$ cat src/rtl/cfi_log_queue.sv
// CFI commit-log queue: collects control-flow records from the commit ports and
// presents them in order to the CFI monitor with occupancy, stall and overflow status.
package cfi_log_pkg;
  typedef struct packed {
    logic [31:0] addr_pc;
    logic [31:0] addr_target;
  } cfi_commit_log_t;

  localparam int CfiLogWidth = $bits(cfi_commit_log_t);
endpackage

module cfi_log_queue #(
  parameter int NrCommitPorts = 2,
  parameter int Depth         = 8
) (
  input  logic                                          clk_i,
  input  logic                                          rst_i,
  input  logic [NrCommitPorts-1:0]                      cfi_i,
  input  logic [NrCommitPorts*cfi_log_pkg::CfiLogWidth-1:0] log_i,
  input  logic [NrCommitPorts-1:0]                      commit_ack_i,
  input  logic                                          flush_i,
  output logic [cfi_log_pkg::CfiLogWidth-1:0]           log_o,
  output logic                                          valid_o,
  input  logic                                          ready_i,
  output logic                                          stall_o,
  output logic [$clog2(Depth):0]                        usage_o,
  output logic                                          overflow_o
);
  localparam int AW = $clog2(Depth);
  localparam int CW = AW + 1;
  localparam int LW = cfi_log_pkg::CfiLogWidth;

  logic [LW-1:0]            mem [Depth];
  logic [AW-1:0]            head_reg;
  logic [AW-1:0]            tail_reg;
  logic [CW-1:0]            usage_reg;
  logic [CW-1:0]            usage_next;
  logic                     overflow_reg;

  logic [NrCommitPorts-1:0] push_req;
  logic [NrCommitPorts-1:0] wr_en;
  logic [AW-1:0]            wr_idx [NrCommitPorts];
  logic [CW-1:0]            space;
  logic [CW-1:0]            acc_cnt;
  logic                     drop;
  logic                     pop;

  assign valid_o    = (usage_reg != '0);
  assign usage_o    = usage_reg;
  assign overflow_o = overflow_reg;
  assign log_o      = valid_o ? mem[head_reg] : '0;
  assign stall_o    = ((CW'(Depth) - usage_reg) < CW'(NrCommitPorts));
  assign pop        = valid_o & ready_i;

  // Requesters are granted in ascending port order, so once space runs out
  // the remaining (higher) ports are the ones dropped.
  always_comb begin
    push_req = cfi_i & commit_ack_i;
    space    = CW'(Depth) - usage_reg + {{(CW-1){1'b0}}, pop};
    acc_cnt  = '0;
    drop     = 1'b0;
    wr_en    = '0;
    for (int p = 0; p < NrCommitPorts; p++) begin
      wr_idx[p] = tail_reg + acc_cnt[AW-1:0];
      if (push_req[p]) begin
        if (acc_cnt < space) begin
          wr_en[p] = 1'b1;
          acc_cnt  = acc_cnt + 1'b1;
        end else begin
          drop = 1'b1;
        end
      end
    end
    usage_next = usage_reg + acc_cnt - {{(CW-1){1'b0}}, pop};
  end

  always_ff @(posedge clk_i) begin
    if (rst_i) begin
      head_reg     <= '0;
      tail_reg     <= '0;
      usage_reg    <= '0;
      overflow_reg <= 1'b0;
    end else if (flush_i) begin
      head_reg  <= '0;
      tail_reg  <= '0;
      usage_reg <= '0;
    end else begin
      head_reg  <= head_reg + {{(AW-1){1'b0}}, pop};
      tail_reg  <= tail_reg + acc_cnt[AW-1:0];
      usage_reg <= usage_next;
      if (drop) overflow_reg <= 1'b1;
    end
  end

  // Storage is never cleared; only writes of accepted records land.
  always_ff @(posedge clk_i) begin
    for (int p = 0; p < NrCommitPorts; p++) begin
      if (!rst_i && !flush_i && wr_en[p]) mem[wr_idx[p]] <= log_i[p*LW +: LW];
    end
  end
endmodule

$ cat config.mk
export PLATFORM = sky130hd
export DESIGN_NAME = cfi_log_queue
export DESIGN_NICKNAME = d
export VERILOG_FILES = /design/src/rtl/cfi_log_queue.sv
export SDC_FILE = /design/constraint.sdc
export NUM_CORES = 1
export LEC_CHECK = 0
export CORE_AREA = 2 2 233 235
export CTS_CLUSTER_SIZE = 24
export DETAILED_ROUTE_END_ITERATION = 8
export DIE_AREA = 0 0 235 237
export PLACE_DENSITY = 0.7
export SLEW_MARGIN = 5
export SYNTH_ARGS = -nofsm -noshare
export SYNTH_HDL_FRONTEND = slang
export SYNTH_SLANG_ARGS = --single-unit
$ cat constraint.sdc
create_clock -name clk_i -period 13.1 [get_ports clk_i]
set_clock_uncertainty 0.15 [all_clocks]
set_input_delay 3.93 -clock clk_i [delete_from_list [all_inputs] [get_ports clk_i]]
set_output_delay 3.93 -clock clk_i [all_outputs]
set_load 0.005 [all_outputs]
==> impl_summary.log, run 1 <==
INFO  metric run_status = finished, final reports clean
INFO  metric place.detailed.hpwl = 35,400 microns
INFO  metric slew_viol_final = 0
INFO  metric clock_sinks = 523
INFO  metric antenna_nets_post_route = 0
INFO  metric worst_hold_path.endpoint = overflow_o
INFO  metric worstHoldStart = overflow_o
INFO  metric ys_warn_count = 0
INFO  metric fp.dieH = 237 microns
INFO  metric combPwrFrac = 23.4%
INFO  metric final_core_utilization = 57.8%
INFO  metric post_layout_nonfiller_instances = 2,425
INFO  metric dieWidth = 235 microns
INFO  metric drv_cap = 0
INFO  metric net_count_of_the_mapped_netlist = 1,642
INFO  metric placement.io_buffers = 206
INFO  metric final_layout_size_suffix_gt1_share = 41.2%
INFO  metric grt_pass1_wl = 97,700 microns
INFO  metric routed_wl = 64,500 microns
INFO  metric route.vias.total = 14,566
INFO  metric worst-slew-pin-transition = 1260 ps
INFO  metric rsz0062_at_grt = no
INFO  metric cts.hold.buffers_added = 0
INFO  metric max_freq = 122 MHz
INFO  metric timing.critical_path.slowest_cell_delay = 930 ps
INFO  metric antenna_violations_before_repair = 9
INFO  metric critical_path.startpoint_type = input port
INFO  metric cp.required = 13,300 ps
INFO  metric post_cts_setup_buffer_count = 0
INFO  metric crit_fanout = 53
INFO  metric floorplan.core_area = 53,300 sq um
INFO  metric clk_latency = 600 ps
INFO  metric synth_cell_type_count = 39
INFO  metric via_per_inst = 6.01
INFO  metric detail_route.wl_per_cell = 26.6 microns
INFO  metric pwr-share-seq = 44.1%
INFO  metric flop_and_latch_count_out_of_synthesis = 523
INFO  metric cts.reportedPaths.clkPinSlew = 60 ps
INFO  metric grt_start_max_net_pins = 94
INFO  metric n_fill_cell = 4,066
INFO  metric min_delay_path_depth = 2
INFO  metric proportion_of_synthesized_flip_flops_having_asynchronous_set_or_reset = 0%
INFO  metric timing.final.crit_share = 62.5%
INFO  metric post-route-drc-count = 0
INFO  metric floorplan.rows = 85
INFO  metric power_density = 142 nW/um^2
INFO  metric starting_utilization_of_the_core_area = 49.6%
INFO  metric kind_of_end_point_of_the_critical_path = flop
INFO  metric final.min_clock_period = 8190 ps
INFO  metric worstReg2RegStart = usage_o[0]
INFO  metric reg2reg_setup_slack = 6950 ps
INFO  metric netlist_instances = 1,489
INFO  metric worstReg2RegEnd = mem[0][26]
INFO  metric io_pins = 207
INFO  metric vdd_ir_drop_max = 0.176 mV
INFO  metric die_area = 55,700 sq um
INFO  metric cts_repair_resize_count = 0
INFO  metric most-common-layout-cells = sky130_fd_sc_hd__edfxtp_1, sky130_fd_sc_hd__mux2_2, sky130_fd_sc_hd__clkdlybuf4s50_1
INFO  metric mappedNetlistArea = 26,400 sq um
INFO  metric report.final.setup_viol = 0
INFO  metric synth_flop_cell = sky130_fd_sc_hd__edfxtp_1
INFO  metric finalNetCount = 1,832
INFO  metric clock_path_buffers = 3
INFO  metric worst-setup-path-type = input port to flop
INFO  metric clkPwrFrac = 32.5%
INFO  metric worstPathArrival = 8390 ps
INFO  metric synth-edff-count = 512
INFO  metric layout_commonest_cell = sky130_fd_sc_hd__edfxtp_1
INFO  metric vias_in_the_first_global_route = 15,613
INFO  metric max_ffs_per_register = 512
INFO  metric crit_path_frequent_cell = sky130_fd_sc_hd__ha_1
INFO  metric drt_pre_antenna_iters = 5
INFO  metric critPathSlowestCell = sky130_fd_sc_hd__buf_4
INFO  metric syn-mean-instance-area = 17.8 sq um
INFO  metric timing.reg2reg.worst_path_depth = 15
INFO  metric final_hold_viol_count = 0
INFO  metric power.leakage = 9.73 nW
INFO  metric slew_margin_rel = 16.1%
INFO  metric swShare = 26.5%
INFO  metric dp.cells = 2,319
INFO  metric tritoncts = yes
INFO  metric hold_path_class = flop to flop
INFO  metric grt_util_all_layers = 23.3%
INFO  metric p_total = 4.37 mW
INFO  metric cts-buffers-inserted = 54
INFO  metric totalNegativeSetupSlack = 0 ps
INFO  metric finalWeightedCongestion = 0.734
INFO  metric cell_internal_pwr = 3.21 mW
INFO  metric synth.yosys.seq_area_share = 59.0%
INFO  metric synthToLayoutAreaGrowth = 16.4%
INFO  metric drt_iter0_markers = 1,076
INFO  metric clock_tree.htree_level_count = 2
INFO  metric grt_overflow = 0
INFO  metric total_switching_power = 1.16 mW
INFO  metric crit_chain = clkdlybuf4s50_1, and2_1, ha_1, ha_1, xnor2_1, o211ai_1, nor2b_1, ha_1, ha_1, nand3b_1, buf_4, mux2_2
INFO  metric clockRootBuffer = sky130_fd_sc_hd__clkbuf_16
-- cells by family (layout without fill, tap and decap cells) --
kind of cell / Yosys count / after routing / synth area share (%)
xor gates and xnor gates: 8 / 8 / 0.265
other: 0 / 8 / 0
adders and majority gates: 17 / 17 / 0.861
DFF: 523 / 523 / 59.0
and+or+nand+nor: 107 / 107 / 1.79
muxes: 706 / 706 / 35.2
AOI/OAI and AO/OA: 17 / 17 / 0.506
buffers and inverters: 111 / 343 / 2.41
-- critical path, delay by kind of cell --
family                     cells  cell delay [ps]
muxes                          1              430
AOI/OAI and AO/OA              1              210
adders and majority gates      4             1080
xor gates and xnor gates       1              320
buffers and inverters          2             1320
and+or+nand+nor                3             1050
-- cell type report --
cell class	count	area (sq um)	share of cell area, %
multi-input combinational	855	10300	33.6
clock inverter	23	131	0.427
clock buffer	75	1450	4.71
timing repair buffer	234	2320	7.55
antenna	8	20.0	0.0650
tap	696	871	2.83
inverter	11	41.3	0.134
sequential	523	15600	50.7
-- per-layer routing --
layer  global-route usage, %  share of wire, %  vias up
met4                    5.85               1.7        4
met2                    38.8                49      383
met3                    4.10               5.7       80
met1                    31.9                43     7691
met5                       0             0.029        -
li1                        -                 -     6408
-- power by group through the flow --
| stage | sequential [mW] | clock [mW] | combinational (mW) |
|---|---|---|---|
| 2_1_floorplan | 1.95 | 0 | 0.532 |
| 3_3_place_gp | 1.96 | 0 | 1.02 |
| 3_5_place_dp | 1.96 | 0 | 1.03 |
| 4_1_cts | 1.93 | 1.45 | 1.03 |
| 5_1_grt | 1.93 | 1.51 | 1.10 |
| 6_report | 1.93 | 1.42 | 1.02 |
-- metrics by stage --
step	setup WS, ps	hold slack (ps)	area (sq um)
3_3_place_gp	4390	379	29100
6_report	4910	382	30800
5_1_grt	4680	442	30800
3_5_place_dp	4290	360	29200
2_1_floorplan	2620	333	26400
4_1_cts	4920	398	30800
-- synthesized netlist by cell type, types with 2 or more instances --
| library cell | n | area, sq um |
|---|---|---|
| sky130_fd_sc_hd__a21oi_1 | 2 | 10.0 |
| sky130_fd_sc_hd__and2_1 | 7 | 43.8 |
| sky130_fd_sc_hd__and3_1 | 2 | 12.5 |
| sky130_fd_sc_hd__buf_1 | 18 | 67.6 |
| sky130_fd_sc_hd__buf_2 | 15 | 75.1 |
| sky130_fd_sc_hd__buf_4 | 30 | 225 |
| sky130_fd_sc_hd__buf_6 | 12 | 135 |
| sky130_fd_sc_hd__clkbuf_1 | 25 | 93.8 |
| sky130_fd_sc_hd__dfxtp_1 | 11 | 220 |
| sky130_fd_sc_hd__edfxtp_1 | 512 | 15400 |
| sky130_fd_sc_hd__fa_1 | 2 | 40.0 |
| sky130_fd_sc_hd__ha_1 | 15 | 188 |
| sky130_fd_sc_hd__inv_1 | 11 | 41.3 |
| sky130_fd_sc_hd__mux2_1 | 45 | 507 |
| sky130_fd_sc_hd__mux2_2 | 468 | 5270 |
| sky130_fd_sc_hd__mux2i_1 | 65 | 651 |
| sky130_fd_sc_hd__mux4_2 | 128 | 2880 |
| sky130_fd_sc_hd__nand2_1 | 3 | 11.3 |
| sky130_fd_sc_hd__nand2b_1 | 4 | 25.0 |
| sky130_fd_sc_hd__nand3_1 | 4 | 20.0 |
| sky130_fd_sc_hd__nand3b_1 | 5 | 37.5 |
| sky130_fd_sc_hd__nor2_1 | 76 | 285 |
| sky130_fd_sc_hd__nor4_1 | 2 | 12.5 |
| sky130_fd_sc_hd__o21ai_0 | 4 | 20.0 |
| sky130_fd_sc_hd__o21bai_1 | 2 | 15.0 |
| sky130_fd_sc_hd__o31ai_1 | 2 | 15.0 |
| sky130_fd_sc_hd__xnor2_1 | 6 | 52.6 |
| sky130_fd_sc_hd__xor2_1 | 2 | 17.5 |
-- worst max-delay path by stage --
stage | start | endpoint | slack [ps]
2_1_floorplan | ready_i | mem[1][0] | 2620
3_3_place_gp | ready_i | mem[0][59] | 4390
3_5_place_dp | ready_i | mem[0][54] | 4290
4_1_cts | ready_i | mem[0][57] | 4920
5_1_grt | ready_i | mem[0][35] | 4680
6_report | ready_i | mem[0][26] | 4910
Note: power is estimated with default switching activity, not from simulation.
==> run 2, diff against run 1 <==
- clock period: 13.1 -> 7.85 ns (I/O delays scaled with it)
==> run 2 against run 1 <==
Total power increased by 70%. Sequential power increased by 66%. Critical path depth increased by 3. Sequential share of layout area decreased by 0.32 points. Flip-flop and latch count unchanged. Worst hold slack improved by 27 ps. Cell area increased by 0.64%. Combinational power increased by 65%. Clock power increased by 77%. Critical path type unchanged. Critical endpoint is now mem[0][45]. Highest routed layer unchanged.
==> impl_summary.log, run 2 (same netlist as run 1, synthesis figures left out) <==
INFO  metric min_delay_path_depth = 2 (unchanged)
INFO  metric timing.final.crit_share = 80.7%
INFO  metric critical_path.startpoint_type = input port
INFO  metric slew_margin_rel = 19.3% (+3.3 points)
INFO  metric critPathSlowestCell = sky130_fd_sc_hd__buf_4
INFO  metric via_per_inst = 6.00 (about the same)
INFO  metric rsz0062_at_grt = no
INFO  metric grt_overflow = 0 (unchanged)
INFO  metric grt_start_max_net_pins = 65 (-31%)
INFO  metric path_depth = 15 (+3)
INFO  metric fp.dieH = 237 microns (unchanged)
INFO  metric drv_cap = 0 (unchanged)
INFO  metric finish.instance_area = 31,000 sq um (+0.64%)
INFO  metric drt_pre_antenna_iters = 7 (+2)
INFO  metric placement.io_buffers = 206 (unchanged)
INFO  metric power.leakage = 9.84 nW (+1.1%)
INFO  metric floorplan.core_area = 53,300 sq um (unchanged)
INFO  metric final_layout_size_suffix_gt1_share = 41.5% (+0.26 points)
INFO  metric hold_path_class = flop to flop
INFO  metric max_ffs_per_register = 512 (unchanged)
INFO  metric vias_in_the_first_global_route = 15,834 (+1.4%)
INFO  metric clockRootBuffer = sky130_fd_sc_hd__clkbuf_16
INFO  metric worst-slew-pin-transition = 1210 ps (-48.8 ps)
INFO  metric most-common-layout-cells = sky130_fd_sc_hd__edfxtp_1, sky130_fd_sc_hd__mux2_2, sky130_fd_sc_hd__clkdlybuf4s50_1
INFO  metric layout_commonest_cell = sky130_fd_sc_hd__edfxtp_1
INFO  metric cts.reportedPaths.clkPinSlew = 60 ps (about the same)
INFO  metric grt_pass1_wl = 98,200 microns (+0.54%)
INFO  metric clk_latency = 600 ps (about the same)
INFO  metric antenna_violations_before_repair = 8 (-1)
INFO  metric cts_repair_resize_count = 0 (unchanged)
INFO  metric clock_tree.htree_level_count = 2 (unchanged)
INFO  metric finalWeightedCongestion = 0.750 (+2.2%)
INFO  metric place.detailed.hpwl = 36,100 microns (+1.8%)
INFO  metric vdd_ir_drop_max = 0.226 mV (+29%)
INFO  metric final_hold_viol_count = 0 (unchanged)
INFO  metric drt_iter0_markers = 935 (-13%)
INFO  metric timing.critical_path.slowest_cell_delay = 620 ps (-310 ps)
INFO  metric cts-buffers-inserted = 57 (+5.6%)
INFO  metric placed_area = 29,300 sq um (+0.25%)
INFO  metric cp_num_buf_inv = 3 (+1)
INFO  metric slew_viol_final = 0 (unchanged)
INFO  metric clock_path_buffers = 3 (unchanged)
INFO  metric globalRouteMet3Util = 4.10% (unchanged)
INFO  metric final.min_clock_period = 6340 ps
INFO  metric cts.hold.buffers_added = 0 (unchanged)
INFO  metric crit_fanout = 36 (-32%)
INFO  metric die_area = 55,700 sq um (unchanged)
INFO  metric met2_global_route_usage = 40.3% (+1.5 points)
INFO  metric run_status = finished, final reports clean
INFO  metric post-route-drc-count = 0 (unchanged)
INFO  metric power_density = 239 nW/um^2 (+69%)
INFO  metric worst-setup-path-type = input port to flop
INFO  metric post_cts_setup_buffer_count = 0 (unchanged)
INFO  metric finalNetCount = 1,840 (+0.44%)
INFO  metric report.final.setup_viol = 0 (unchanged)
INFO  metric crit_chain = clkdlybuf4s50_1, and2_1, ha_1, ha_1, xnor2_1, o211ai_1, nor2b_1, ha_1, ha_1, xor2_1, nor2_1, nand3b_1, buf_4, buf_4, mux2_2
INFO  metric starting_utilization_of_the_core_area = 49.6% (unchanged)
INFO  metric io_pins = 207 (unchanged)
INFO  metric routed_wl = 63,900 microns (-0.93%)
INFO  metric tritoncts = yes
INFO  metric worstPathArrival = 6540 ps (-1850 ps)
INFO  metric antenna_nets_post_route = 0 (unchanged)
INFO  metric max_freq = 158 MHz
INFO  metric dp.cells = 2,324 (+0.22%)
INFO  metric kind_of_end_point_of_the_critical_path = flop
INFO  metric post_layout_nonfiller_instances = 2,426 (+0.041%)
INFO  metric dieWidth = 235 microns (unchanged)
INFO  metric critical_path.top_delay_family = buffers and inverters
INFO  metric grt_util_all_layers = 23.2% (-0.12 points)
INFO  metric detail_route.wl_per_cell = 26.3 microns (-0.98%)
INFO  metric route.vias.total = 14,561 (-0.034%)
INFO  metric globalRouteMet1Util = 30.0% (-2.0 points)
INFO  metric cp.required = 8060 ps (-5240 ps)
INFO  metric timing.reg2reg.worst_path_depth = 18 (+3)
INFO  metric synthToLayoutAreaGrowth = 17.2%
INFO  metric top_usage_layer = met2
INFO  metric floorplan.rows = 85 (unchanged)
INFO  metric clock_sinks = 523 (unchanged)
INFO  metric crit_path_frequent_cell = sky130_fd_sc_hd__ha_1
==> run 2: cell types whose count changed in the layout (fill, tap and decap cells not counted), moves of 2 or more <==
cell,delta
sky130_fd_sc_hd__buf_12,+6
sky130_fd_sc_hd__clkbuf_1,-4
sky130_fd_sc_hd__clkinv_2,-4
sky130_fd_sc_hd__diode_2,-5
sky130_fd_sc_hd__clkbuf_16,+4
sky130_fd_sc_hd__bufinv_16,+2
sky130_fd_sc_hd__clkinv_1,+3
sky130_fd_sc_hd__buf_16,-2
==> run 2: metrics by stage <==
| step | setup TNS [ps] | setup WS [ps] | total power, mW | hold slack, ps | util [%] |
|---|---|---|---|---|---|
| after floorplan | -106520 | -832 | 4.14 | 333 | - |
| after global placement | 0 | 997 | 4.94 | 412 | 54.9 |
| after detailed placement | 0 | 916 | 4.97 | 405 | 54.9 |
| after CTS | 0 | 1560 | 7.50 | 423 | 58.1 |
| after global routing | 0 | 1240 | 7.73 | 487 | 58.2 |
| final | 0 | 1510 | 7.42 | 409 | 58.2 |
==> run 2: worst paths after layout <==
| kind | startpoint | endpoint | slack [ps] |
|---|---|---|---|
| min | overflow_o | overflow_o | 410 |
| max | ready_i | mem[0][45] | 1510 |
| max reg2reg | usage_o[0] | mem[0][45] | 2820 |
| min reg2reg | overflow_o | overflow_o | 410 |
==> run 2: power by group <==
part | switching [mW] | internal, mW | total (mW)
Sequential | 0.0513 | 3.16 | 3.21
Clock | 1.07 | 1.46 | 2.52
Combinational | 0.793 | 0.887 | 1.68
==> run 2: layout make-up <==
cell class,instances,area [sq um]
Antenna cell,3,7.51
Clock buffer,75,1540
Clock inverter,24,183
Fill cell,4051,22300
Inverter,11,41.3
Multi-Input combinational cell,855,10300
Sequential cell,523,15600
Tap cell,696,871
Timing Repair Buffer,239,2400
==> run 2: metal layers <==
metal	share of wire, %	up-vias	routed length (microns)
met1	41	7651	26500
met3	5.2	91	3330
met4	2.1	10	1320
met5	0.089	-	57
li1	-	6427	-
met2	51	382	32700
==> run 2: worst min-delay path, cell delays in order, from the launching register on <==
cell	delay, ps
sky130_fd_sc_hd__dfxtp_1	340
sky130_fd_sc_hd__nand2b_1	70
sky130_fd_sc_hd__o311ai_0	110
==> run 3, diff against run 2 <==
- PLACE_DENSITY: 0.7 -> 0.72
- clock period: 7.85 -> 5.6 ns (I/O delays scaled with it)
==> run 3 against run 2 <==
Cell area grew 2.0%. Flip-flop and latch count is the same. Critical path type is now flop to output pin. Non-clock buffer count grew 33. Final cell count grew 1.3%. Wire length grew 4.1%. Combinational power grew 48%. Core utilization grew 1.1 points.
==> impl_summary.log, run 3 (same netlist as run 1, synthesis figures left out) <==
INFO  metric timing.final.crit_share = 88.1%
INFO  metric grt_start_max_net_pins = 65 (unchanged)
INFO  metric clkPwrFrac = 33.2% (-0.8 points)
INFO  metric slew_margin_rel = 28.9% (+9.5 points)
INFO  metric worst-setup-path-type = flop to output pin
INFO  metric synthToLayoutAreaGrowth = 19.5%
INFO  metric antenna_violations_before_repair = 8 (unchanged)
INFO  metric clock_tree.htree_level_count = 2 (unchanged)
INFO  metric combPwrFrac = 23.8% (+1.2 points)
INFO  metric place.detailed.hpwl = 39,000 microns (+8.2%)
INFO  metric layout_commonest_cell = sky130_fd_sc_hd__edfxtp_1
INFO  metric dieWidth = 235 microns (unchanged)
INFO  metric finalWeightedCongestion = 0.766 (+2.1%)
INFO  metric routed_wl = 66,500 microns (+4.1%)
INFO  metric grt_pass1_wl = 100,000 microns (+1.9%)
INFO  metric final.min_clock_period = 4930 ps
INFO  metric drt_pre_antenna_iters = 5 (-2)
INFO  metric floorplan.rows = 85 (unchanged)
INFO  metric detail_route.wl_per_cell = 27.1 microns (+2.7%)
INFO  metric run_status = finished, final reports clean
INFO  metric rsz0062_at_grt = no
INFO  metric multi_input_logic_area = 10,300 sq um (about the same)
INFO  metric critical_path.startpoint_type = flop
INFO  metric grt_overflow = 0 (unchanged)
INFO  metric n_fill_cell = 3,955 (-2.4%)
INFO  metric drv_cap = 0 (unchanged)
INFO  metric total_switching_power = 2.75 mW (+44%)
INFO  metric clock_sinks = 523 (unchanged)
INFO  metric vias_in_the_first_global_route = 15,890 (+0.35%)
INFO  metric antenna_nets_post_route = 0 (unchanged)
INFO  metric grt_util_all_layers = 23.9% (+0.74 points)
INFO  metric cp.required = 3770 ps (-4290 ps)
INFO  metric cts.hold.buffers_added = 0 (unchanged)
INFO  metric kind_of_end_point_of_the_critical_path = output pin
INFO  metric cts_repair_resize_count = 0 (unchanged)
INFO  metric hold_path_class = flop to flop
INFO  metric crit_fanout = 64 (+78%)
INFO  metric swShare = 26.3% (+0.54 points)
INFO  metric clockRootBuffer = sky130_fd_sc_hd__clkbuf_16
INFO  metric cts.reportedPaths.clkPinSlew = 60 ps (about the same)
INFO  metric drt_iter0_markers = 1,234 (+32%)
INFO  metric vdd_ir_drop_max = 0.665 mV (+190%)
INFO  metric max_ffs_per_register = 512 (unchanged)
INFO  metric io_pins = 207 (unchanged)
INFO  metric power.leakage = 10.1 nW (+2.6%)
INFO  metric most-common-layout-cells = sky130_fd_sc_hd__edfxtp_1, sky130_fd_sc_hd__mux2_2, sky130_fd_sc_hd__clkdlybuf4s50_1
INFO  metric worst-slew-pin-transition = 1070 ps (-143 ps)
INFO  metric die_area = 55,700 sq um (unchanged)
INFO  metric placement.io_buffers = 206 (unchanged)
INFO  metric route.vias.total = 14,891 (+2.3%)
INFO  metric placed_area = 29,900 sq um (+2.2%)
INFO  metric worstPathArrival = 3100 ps (-3440 ps)
INFO  metric finish.instance_area = 31,600 sq um (+2.0%)
INFO  metric clock_path_buffers = 3 (unchanged)
INFO  metric report.final.setup_viol = 0 (unchanged)
INFO  metric via_per_inst = 6.06 (+0.93%)
INFO  metric max_freq = 203 MHz
INFO  metric cts-buffers-inserted = 56 (-1.8%)
INFO  metric starting_utilization_of_the_core_area = 49.6% (unchanged)
INFO  metric floorplan.core_area = 53,300 sq um (unchanged)
INFO  metric power_density = 331 nW/um^2 (+38%)
INFO  metric fp.dieH = 237 microns (unchanged)
INFO  metric p_total = 10.5 mW (+41%)
INFO  metric tritoncts = yes
INFO  metric cell_internal_pwr = 7.71 mW (+40%)
INFO  metric pwr-share-seq = 43.0% (-0.3 points)
INFO  metric post-route-drc-count = 0 (unchanged)
INFO  metric slew_viol_final = 0 (unchanged)
INFO  metric totalNegativeSetupSlack = 0 ps (unchanged)
INFO  metric post_cts_setup_buffer_count = 0 (unchanged)
INFO  metric final_core_utilization = 59.3% (+1.1 points)
INFO  metric clk_latency = 600 ps (about the same)
INFO  metric finalNetCount = 1,872 (+1.7%)
INFO  metric final_hold_viol_count = 0 (unchanged)
INFO  metric final_layout_size_suffix_gt1_share = 42.8% (+1.3 points)
INFO  metric seqCellArea = 15,600 sq um (unchanged)
run 3: cell count changes in the layout (fill, tap and decap cells not counted), sizes merged:
| cell | delta |
|---|---|
| buf | +33 |
| clkbuf | -3 |
| clkinv | +2 |
run 3: worst max-delay path, cell delays in order, from the launching register on:
cell	delay, ps
sky130_fd_sc_hd__dfxtp_1	370
sky130_fd_sc_hd__inv_1	80
sky130_fd_sc_hd__ha_1	190
sky130_fd_sc_hd__and2_2	170
sky130_fd_sc_hd__buf_4	800
sky130_fd_sc_hd__nor2_1	310
sky130_fd_sc_hd__clkdlybuf4s50_1	540
run 3: area by class of cell:
| type | instances | area share, % |
|---|---|---|
| inverter | 11 | 0.131 |
| multi-input combinational | 855 | 32.7 |
| timing repair buffer | 272 | 9.64 |
| sequential | 523 | 49.4 |
| tap | 696 | 2.76 |
| antenna | 3 | 0.0238 |
| clock buffer | 72 | 4.66 |
| clock inverter | 26 | 0.657 |
run 3: power by group through the flow:
| stage | Sequential (mW) | Combinational (mW) | Clock (mW) |
|---|---|---|---|
| finish | 4.50 | 2.49 | 3.48 |
| global route | 4.51 | 2.69 | 3.70 |
| CTS | 4.50 | 2.52 | 3.54 |
| detailed placement | 4.58 | 2.51 | 0 |
| global placement | 4.58 | 2.48 | 0 |
| floorplan | 4.55 | 1.25 | 0 |
run 3: path summary, 6_finish.rpt:
| check | from | to | slack, ps | cells past startpoint |
|---|---|---|---|---|
| worst max-delay path | usage_o[0] | log_o[10] | 670 | 6 |
| worst min-delay path | overflow_o | overflow_o | 440 | 2 |
| worst min register to register | overflow_o | overflow_o | 440 | 2 |
| worst max register to register | usage_o[0] | mem[0][24] | 1280 | 16 |
run 3: per-layer routing:
metal | GRT usage, % | share of wire [%] | wire, microns | up-vias
met3 | 4.48 | 6.5 | 4360 | 108
met5 | 0 | 0.10 | 69 | -
li1 | - | - | - | 6491
met4 | 5.73 | 1.8 | 1210 | 10
met1 | 32.2 | 42 | 27800 | 7798
met2 | 40.4 | 50 | 33100 | 484
run 3: metrics by stage:
stage	hold WS, ps	setup WS [ps]	cells
5_1_grt	467	497	2457
6_report	440	666	2458
3_5_place_dp	395	65.1	2357
4_1_cts	441	582	2455
2_1_floorplan	333	-898	1489
3_3_place_gp	394	97.2	2357
